--- src/rtl/regfile_mp_if.sv ---
// -----------------------------------------------------------------------------
// regfile_mp_if
// Bus bundle between the pipeline (decode/writeback) and the multi-port
// register file. The clock and reset are not part of the bundle.
//
// Signals:
//   clr        clear request pulse, starts a clear sweep
//   we3/wa3/wd3  write port 3 (enable, address, data)
//   we4/wa4/wd4  write port 4 (enable, address, data)
//   ra         packed read addresses, port i at ra[i*AW +: AW]
//   rd         packed read data, port i at rd[i*WIDTH +: WIDTH]
//   busy       high while a clear sweep is in progress
//
// Modports: master (pipeline side) and slave (register file side).
// -----------------------------------------------------------------------------
interface regfile_mp_if #(
  parameter int WIDTH = 32,
  parameter int AW    = 5,
  parameter int NREAD = 2
) ();
  logic                   clr;
  logic                   we3;
  logic [AW-1:0]          wa3;
  logic [WIDTH-1:0]       wd3;
  logic                   we4;
  logic [AW-1:0]          wa4;
  logic [WIDTH-1:0]       wd4;
  logic [NREAD*AW-1:0]    ra;
  logic [NREAD*WIDTH-1:0] rd;
  logic                   busy;

  modport master (
    output clr, we3, wa3, wd3, we4, wa4, wd4, ra,
    input  rd, busy
  );

  modport slave (
    input  clr, we3, wa3, wd3, we4, wa4, wd4, ra,
    output rd, busy
  );
endinterface

--- src/rtl/regfile_mp.sv ---
// -----------------------------------------------------------------------------
// regfile_mp
// Parametrised register file with two write ports, NREAD combinational read
// ports, an optional hardwired zero register and a counter-driven clear sweep.
// A sweep is started by reset or by a clr pulse and zeroes one entry per edge;
// while it runs (busy=1) writes are dropped and every read port returns 0.
//
// Ports:
//   clk    system clock, all state updates on the rising edge
//   reset  synchronous active-high reset, starts a clear sweep
//   bus    regfile_mp_if slave modport (write ports, read ports, clr, busy)
//
// Optional feature macro: REGFILE_MP_BYPASS_EN
//   defined   - a read whose address matches an enabled, valid write in the
//               same cycle returns that write data (port 4 over port 3)
//   undefined - reads show the stored contents only
// -----------------------------------------------------------------------------
module regfile_mp #(
  parameter int WIDTH    = 32,
  parameter int DEPTH    = 32,
  parameter int AW       = $clog2(DEPTH),
  parameter int NREAD    = 2,
  parameter int ZERO_REG = 1
) (
  input  logic         clk,
  input  logic         reset,
  regfile_mp_if.slave  bus
);

  typedef enum logic {IDLE, CLEAR} state_t;

  // Widened by one bit so DEPTH itself is representable for the range check.
  localparam logic [AW:0]   DEPTH_W = (AW+1)'(DEPTH);
  localparam logic [AW-1:0] LAST    = AW'(DEPTH - 1);

  state_t           state_q, state_d;
  logic [AW-1:0]    cnt_q, cnt_d;
  logic             busy_q, busy_d;
  logic [WIDTH-1:0] mem_q [DEPTH];

  logic             sweep_wen;
  logic             wen3, wen4;
  logic [NREAD*WIDTH-1:0] rd_all;

  // An address is usable when it maps onto a real entry and is not the
  // hardwired zero register.
  function automatic logic addr_ok(input logic [AW-1:0] a);
    return ({1'b0, a} < DEPTH_W) && !((ZERO_REG != 0) && (a == '0));
  endfunction

  // Writes only land in IDLE on an edge that is not starting a new sweep.
  assign wen3 = bus.we3 && (state_q == IDLE) && !reset && !bus.clr && addr_ok(bus.wa3);
  assign wen4 = bus.we4 && (state_q == IDLE) && !reset && !bus.clr && addr_ok(bus.wa4);

  // Sweep FSM: clr (re)starts at index 0 without clearing on that edge;
  // otherwise each CLEAR edge zeroes mem[cnt] and the last index returns to IDLE.
  always_comb begin
    state_d   = state_q;
    cnt_d     = cnt_q;
    busy_d    = busy_q;
    sweep_wen = 1'b0;
    case (state_q)
      IDLE: begin
        if (bus.clr) begin
          state_d = CLEAR;
          cnt_d   = '0;
          busy_d  = 1'b1;
        end
      end
      CLEAR: begin
        if (bus.clr) begin
          cnt_d = '0;
        end else begin
          sweep_wen = !reset;
          if (cnt_q == LAST) begin
            state_d = IDLE;
            cnt_d   = '0;
            busy_d  = 1'b0;
          end else begin
            cnt_d = cnt_q + AW'(1);
          end
        end
      end
    endcase
  end

  // Reset overrides everything and holds the counter at 0.
  always_ff @(posedge clk) begin
    if (reset) begin
      state_q <= CLEAR;
      cnt_q   <= '0;
      busy_q  <= 1'b1;
    end else begin
      state_q <= state_d;
      cnt_q   <= cnt_d;
      busy_q  <= busy_d;
    end
  end

  // Storage has no reset; the sweep is what initialises it. Port 4 is
  // written last so it wins an address collision with port 3.
  always_ff @(posedge clk) begin
    if (sweep_wen) mem_q[cnt_q]   <= '0;
    if (wen3)      mem_q[bus.wa3] <= bus.wd3;
    if (wen4)      mem_q[bus.wa4] <= bus.wd4;
  end

  // Read ports: zero while busy or for unusable addresses.
  always_comb begin
    rd_all = '0;
    for (int i = 0; i < NREAD; i++) begin
      if (!busy_q && addr_ok(bus.ra[i*AW +: AW])) begin
        rd_all[i*WIDTH +: WIDTH] = mem_q[bus.ra[i*AW +: AW]];
`ifdef REGFILE_MP_BYPASS_EN
        if (wen3 && (bus.wa3 == bus.ra[i*AW +: AW])) rd_all[i*WIDTH +: WIDTH] = bus.wd3;
        if (wen4 && (bus.wa4 == bus.ra[i*AW +: AW])) rd_all[i*WIDTH +: WIDTH] = bus.wd4;
`else
        rd_all[i*WIDTH +: WIDTH] = mem_q[bus.ra[i*AW +: AW]];
`endif
      end
    end
  end

  assign bus.rd   = rd_all;
  assign bus.busy = busy_q;

endmodule
--- src/flat_wrapper.sv ---
// flat-port wrapper written by rule: the top's interface ports become plain ports
module regfile_mp_flat 
#(
  parameter int WIDTH    = 32,
  parameter int DEPTH    = 32,
  parameter int AW       = $clog2(DEPTH),
  parameter int NREAD    = 2,
  parameter int ZERO_REG = 1
)
  (clk, reset, bus_clr, bus_we3, bus_wa3, bus_wd3, bus_we4, bus_wa4, bus_wd4, bus_ra, bus_rd, bus_busy);
  regfile_mp_if #(.WIDTH(WIDTH), .AW(AW), .NREAD(NREAD)) bus_i ();
  input  logic clk;
  input  logic reset;
  input wire logic [$bits(bus_i.clr)-1:0] bus_clr;
  input wire logic [$bits(bus_i.we3)-1:0] bus_we3;
  input wire logic [$bits(bus_i.wa3)-1:0] bus_wa3;
  input wire logic [$bits(bus_i.wd3)-1:0] bus_wd3;
  input wire logic [$bits(bus_i.we4)-1:0] bus_we4;
  input wire logic [$bits(bus_i.wa4)-1:0] bus_wa4;
  input wire logic [$bits(bus_i.wd4)-1:0] bus_wd4;
  input wire logic [$bits(bus_i.ra)-1:0] bus_ra;
  output wire logic [$bits(bus_i.rd)-1:0] bus_rd;
  output wire logic [$bits(bus_i.busy)-1:0] bus_busy;
  assign bus_i.clr = bus_clr;
  assign bus_i.we3 = bus_we3;
  assign bus_i.wa3 = bus_wa3;
  assign bus_i.wd3 = bus_wd3;
  assign bus_i.we4 = bus_we4;
  assign bus_i.wa4 = bus_wa4;
  assign bus_i.wd4 = bus_wd4;
  assign bus_i.ra = bus_ra;
  assign bus_rd = bus_i.rd;
  assign bus_busy = bus_i.busy;
  regfile_mp #(.WIDTH(WIDTH), .DEPTH(DEPTH), .AW(AW), .NREAD(NREAD), .ZERO_REG(ZERO_REG)) u_core (.clk(clk), .reset(reset), .bus(bus_i));
endmodule
--- config.mk ---
export PLATFORM = sky130hd
export DESIGN_NAME = regfile_mp_flat
export DESIGN_NICKNAME = d
export VERILOG_FILES = /design/src/rtl/regfile_mp_if.sv /design/src/rtl/regfile_mp.sv /design/src/flat_wrapper.sv
export SDC_FILE = /design/constraint.sdc
export NUM_CORES = 2
export LEC_CHECK = 0
export BUFFER_PORTS_ARGS = -buffer_cell sky130_fd_sc_hd__buf_2
export CAP_MARGIN = 20
export CORE_MARGIN = 4
export CORE_UTILIZATION = 30
export CTS_CLUSTER_DIAMETER = 50
export CTS_CLUSTER_SIZE = 25
export DETAILED_ROUTE_END_ITERATION = 12
export PLACE_DENSITY_LB_ADDON = 0.05
export SYNTH_ARGS = -nofsm -noshare
export SYNTH_HDL_FRONTEND = slang
export SYNTH_SLANG_ARGS = --single-unit
--- constraint.sdc ---
create_clock -name clk -period 5.15 [get_ports clk]
set_input_delay 0.2575 -clock clk [delete_from_list [all_inputs] [get_ports clk]]
set_output_delay 0.2575 -clock clk [all_outputs]
set_load 0.005 [all_outputs]
# Word-level counts from Yosys, hierarchy flattened
# Memory sizes are Yosys's and may differ from the RTL's.
# Index checks and enable logic that the tools add are counted.
# word_totals
regBits,7
ramBits,1024
output_inout_bits,65
elab_cells,58
mem_count,1
# memory_table
name,depth,word_bits,read_ports,rd_clocked_by_memory_dff,wr,line_no,text
u_core.mem_q,32,32,2,0,2,regfile_mp.sv:39,logic [WIDTH-1:0] mem_q [DEPTH];
# classes
addsub,1
eq_ne,4
n_mux,25
bitwise,1
reduce_logical,23
# ops
op,n
2-to-1 mux 32 bit,3
OR reduction 32 bit,1
zero test 5 bit,4
2-to-1 mux 5 bit,4
2-to-1 mux 1 bit,15
logical AND 1 bit,10
case mux 5 bit (2 select lines),1
zero test 1 bit,7
!= test 2 bit (second input constant),3
adder 5 x 1 -> 5 bit (second input constant),1
== test 5 bit (second input constant),1
case mux 1 bit (2 select lines),2
AND reduction 3 bit,1
NOT 1 bit,1

# Logic depth before layout (Yosys ltp)
# logic_depth
depth_word,9
ltp_mapped,9
depth_no_buf,7

# Worst setup path after synthesis
# Ideal clock, no wire load.
# synth_path
path_kind,reg-to-reg
startpoint,register u_core.state_q
endpoint,"memory u_core.mem_q[6][0], enable pin"
setup_time_ns,0.470
t_arrival_ns,3.961
required_time_ns,4.680
slack_ns,0.719
stages_incl_launch_ff,6
synth_period_minus_slack_ns,4.431
path_cell_list,dfxtp_1 buf_6 nor4b_1 nand2_1 o32a_1 o31ai_1
# synth_rtl
item,line_no,text
"start, declared",regfile_mp.sv:36,"state_t state_q, state_d;"
"start signal, assigned",regfile_mp.sv:94,state_q <= state_d;
"end, declared",regfile_mp.sv:39,

# Worst setup path after layout
# layout_path
startpoint,register u_core.busy_q (netlist: u_core.bus.busy)
endpoint,output port bus_rd[19]
# layout_between
elab_chain_cells,3
# layout_lines
item,line_no,text
"start, declared",regfile_mp.sv:38,"logic busy_q, busy_d;"
"start signal, assigned",regfile_mp.sv:96,busy_q <= busy_d;
zero test 1 bit,regfile_mp.sv:112,if (!busy_q && addr_ok(bus.ra[i*AW +: AW])) begin
logical AND 1 bit,regfile_mp.sv:112,
2-to-1 mux 32 bit,regfile_mp.sv:112,
"end, declared",flat_wrapper.sv:22,output wire logic [$bits(bus_i.rd)-1:0] bus_rd;
# Every way passes these cells.

==> results summary <==
The run finished with clean final reports. The later pin in the worst-skew pair is clocked with a latency of 0.80 ns. The endpoint identified for the worst register-to-register timing path is u_core.mem_q[13][11]$_DFFE_PP_. The number of antenna violations at the first check in global routing came out at 21. The detailed-route via count is 45900. The most common cell after layout, fill and taps aside is sky130_fd_sc_hd__nand2_1.

Across all register-to-register paths, the minimum setup slack is 1.27 ns. The area of the core is 0.198 sq mm. The wire length of the first global-routing pass is 390000 um. In the layout the commonest cells are 1070 x sky130_fd_sc_hd__nand2_1, 1024 x sky130_fd_sc_hd__edfxtp_1, 875 x sky130_fd_sc_hd__o21ai_0. The routed design has 289000 um of wire. The TritonCTS sink count is 1031.

The clock arrives with 0.0230 ns of skew. The relative max-transition margin came out at 23.1%. The power per cell area is 317 mW/mm^2. The register area share after synthesis came out at 51.7%. The initial standard-cell utilization of the core is 30.2%. The maximum fanout along the worst path is 13. In this run the most critical hold path is launched from bus_wd3[17].

The portion of the clock cycle consumed by the worst path in the final layout is 79.9%. The flip-flop and latch count after synthesis came out at 1031. The area overhead of the layout relative to synthesis is 15.3%. The floorplan step defined a die boundary enclosing 0.206 sq mm. The H-tree depth reported by CTS is 4. The number of filler cells placed in the layout came out at 19600.

For the finished layout, the period the worst path requires is 4.11 ns. The HPWL reported at the end of detailed placement is 183000 um. TritonCTS built the clock tree. Across the run, the number of max-cap violations was 0. The actual slew at the worst max-slew pin is 1.15 ns.

For this run, asynchronously set or reset flops after synthesis account for 0%. The number of enable flip-flop cells after synthesis came out at 1024. Cells fill 34.8% of the core in the end.

IR analysis of the VDD net gives a maximum drop of 0.293 mV. The final-layout setup total negative slack is 0 ns. The number of remaining DRC errors is 0.

The via-per-instance ratio is 5.71. The clock buffer count from CTS is 163. The master cell of the clock root buffer is sky130_fd_sc_hd__clkbuf_16. For this run, the total global-route usage over all layers was measured as 27.4%. The worst hold path stage count came out at 3. The number of cell rows is 163.

Setup repair after global routing left no endpoint under its margin. The leakage power summed over all cells came out at 21.6 nW. The required time at the endpoint of the critical path came out at 4.89 ns. The worst hold path terminates at u_core.mem_q[0][17]$_DFFE_PP_.

The number of cells on the worst reg-to-reg path came out at 6. Entering global routing, the biggest net connects 66 pins. STA classifies the critical path endpoint as an output pin. The overall power consumption is 21.8 mW.

The most used flip-flop cell after synthesis is sky130_fd_sc_hd__edfxtp_1. The number of buffers between clock root and the deepest sink is 3. Hold is met by 0.0494 ns. The clock transition at the register clock pins on the worst setup and hold paths after CTS is 0.06 ns. The count of final hold-check violations came out at 0. After synthesis, the mean cell area works out to 11.2 sq um.

The highest attainable clock frequency came out at 243 MHz. The number of warning messages in the yosys log came out at 0. Synthesis produced a netlist whose cell count is 5359. The post-synthesis instance area came out at 0.0598 sq mm. The residual overflow from global routing is 0. The worst setup path is launched from a register. Before antenna repair, the detailed router went through 6 iterations. The boundary pin count came out at 154. The start-to-end type of the worst setup path is reg -> out. The launch point of the worst reg-to-reg path is u_core.state_q$_SDFF_PP1_.

In the final layout, the share of cells above drive strength 1 is 18.7%. The via count of the first global-routing pass came out at 44600. The width of the die came out at 454 um. The net total in the final layout came out at 5344.

The final count of negative-setup-slack endpoints is 0. The die outline height came out at 454 um. In this run, the number of DRC markers left after iteration 0 of detailed routing was 4881. The tightest min-delay check is of the in -> reg type. The net count after synthesis is 5450. The final estimated routing congestion in global placement is 0.834. The routed length per placed instance came out at 36.0 um. The final count of pins violating max slew came out at 0. The count of buffers from port buffering is 153.

Gates resized during post-CTS repair numbered 0. The arrival time at the worst endpoint came out at 3.86 ns. The post-route antenna net violation count is 0. The count of different cell masters after synthesis is 52.
power by group:
part	switching, mW	internal, mW
clock	4.62	6.95
sequential	0.0102	9.11
combinational	0.792	0.354
worst max-delay path, cell delays in order (launching register included):
cell                      delay, ns
sky130_fd_sc_hd__dfxtp_1       0.76
sky130_fd_sc_hd__nor2_1        0.13
sky130_fd_sc_hd__and3_1        0.59
sky130_fd_sc_hd__buf_4         0.35
sky130_fd_sc_hd__a22oi_1       0.39
sky130_fd_sc_hd__nand4_1       0.51
sky130_fd_sc_hd__buf_2         0.30
state kept, by name (all words and copies together) (netlist names):
signal and cells:
u_core.bus.busy 1, u_core.cnt_q 5, u_core.mem_q 1024, u_core.state_q 1
worst max-delay path by stage:
stage	from	to	slack, ns	cells after the start
floorplan	u_core.state_q$_SDFF_PP1_	u_core.mem_q[6][0]$_DFFE_PP_	0.72	5
global placement	u_core.state_q$_SDFF_PP1_	u_core.mem_q[15][10]$_DFFE_PP_	1.18	6
detailed placement	u_core.state_q$_SDFF_PP1_	u_core.mem_q[13][8]$_DFFE_PP_	1.27	6
CTS	u_core.bus.busy$_SDFFE_PP1P_	bus_rd[17]	1.07	6
global route	u_core.bus.busy$_SDFFE_PP1P_	bus_rd[27]	1.06	5
finish	u_core.bus.busy$_SDFFE_PP1P_	bus_rd[19]	1.04	6
final cells by class:
type                       instances  area [sq um]  area share [%]
inverter                          43           161           0.234
antenna                            8          20.0          0.0291
tap                             2640          3300            4.79
clock buffer                     178          4160            6.03
multi-input combinational       3636         26100            37.9
clock inverter                   120          1420            2.06
timing repair buffer             378          2830            4.11
sequential                      1031         30900            44.8
timing repair:
action / 4_1_cts / 5_1_grt
hold buffers: 12 / 0
hold endpoints to repair: 16 / 0
buffers inserted: 0 / 0
Yosys cell counts (3+ instances only):
cell type / instances / area (sq um)
sky130_fd_sc_hd__buf_6: 67 / 754
sky130_fd_sc_hd__nor4_4: 20 / 425
sky130_fd_sc_hd__buf_1: 37 / 139
sky130_fd_sc_hd__inv_1: 43 / 161
sky130_fd_sc_hd__dfxtp_1: 7 / 140
sky130_fd_sc_hd__nor4_1: 6 / 37.5
sky130_fd_sc_hd__nand3_1: 137 / 686
sky130_fd_sc_hd__or3b_2: 3 / 26.3
sky130_fd_sc_hd__and2_1: 7 / 43.8
sky130_fd_sc_hd__buf_2: 128 / 641
sky130_fd_sc_hd__nor4_2: 6 / 75.1
sky130_fd_sc_hd__mux2i_1: 518 / 5180
sky130_fd_sc_hd__a22o_1: 32 / 280
sky130_fd_sc_hd__mux4_2: 254 / 5720
sky130_fd_sc_hd__a31oi_1: 35 / 219
sky130_fd_sc_hd__nor4b_1: 4 / 35.0
sky130_fd_sc_hd__edfxtp_1: 1024 / 30700
sky130_fd_sc_hd__nand2b_1: 3 / 18.8
sky130_fd_sc_hd__o22ai_1: 3 / 18.8
sky130_fd_sc_hd__nand2_1: 1086 / 4080
sky130_fd_sc_hd__o21ai_1: 124 / 621
sky130_fd_sc_hd__nand4_1: 66 / 413
sky130_fd_sc_hd__a21oi_1: 61 / 305
sky130_fd_sc_hd__nand3b_1: 5 / 37.5
sky130_fd_sc_hd__buf_4: 50 / 375
sky130_fd_sc_hd__nor3_1: 5 / 25.0
sky130_fd_sc_hd__nor3b_1: 9 / 67.6
sky130_fd_sc_hd__o31ai_1: 7 / 52.6
sky130_fd_sc_hd__a22oi_1: 266 / 2000
sky130_fd_sc_hd__o21ai_0: 875 / 4380
sky130_fd_sc_hd__clkbuf_1: 365 / 1370
sky130_fd_sc_hd__o21bai_1: 26 / 195
sky130_fd_sc_hd__and3_1: 28 / 175
sky130_fd_sc_hd__nor2_1: 23 / 86.3
sky130_fd_sc_hd__nor2b_1: 8 / 50.1
metal layers:
layer	routed length [um]	global-route usage, %
met5	86	0
met4	10800	9.82
met3	16700	4.30
met2	136000	44.8
met1	125000	36.9
logic make-up (layout without fill, tap and decap cells):
group / count (synthesis) / count (layout) / synth area share, %
other: 0 / 8 / 0
buffers and inverters: 692 / 719 / 5.77
flip-flops: 1031 / 1031 / 51.7
AND/OR/NAND/NOR: 1425 / 1425 / 10.6
AO/OA/AOI/OAI: 1437 / 1437 / 13.6
adder cells (fa/ha/maj): 2 / 2 / 0.0419
multiplexers: 772 / 772 / 18.2
stage by stage:
stage / instance area, sq um / setup WS, ns / instances
2_1_floorplan: 59800 / 0.719 / 5359
4_1_cts: 68800 / 1.07 / 8024
6_report: 68900 / 1.04 / 8034
5_1_grt: 68900 / 1.06 / 8029
3_3_place_gp: 63100 / 1.18 / 7711
3_5_place_dp: 63100 / 1.27 / 7714
Power figures use the tool's default switching activity.
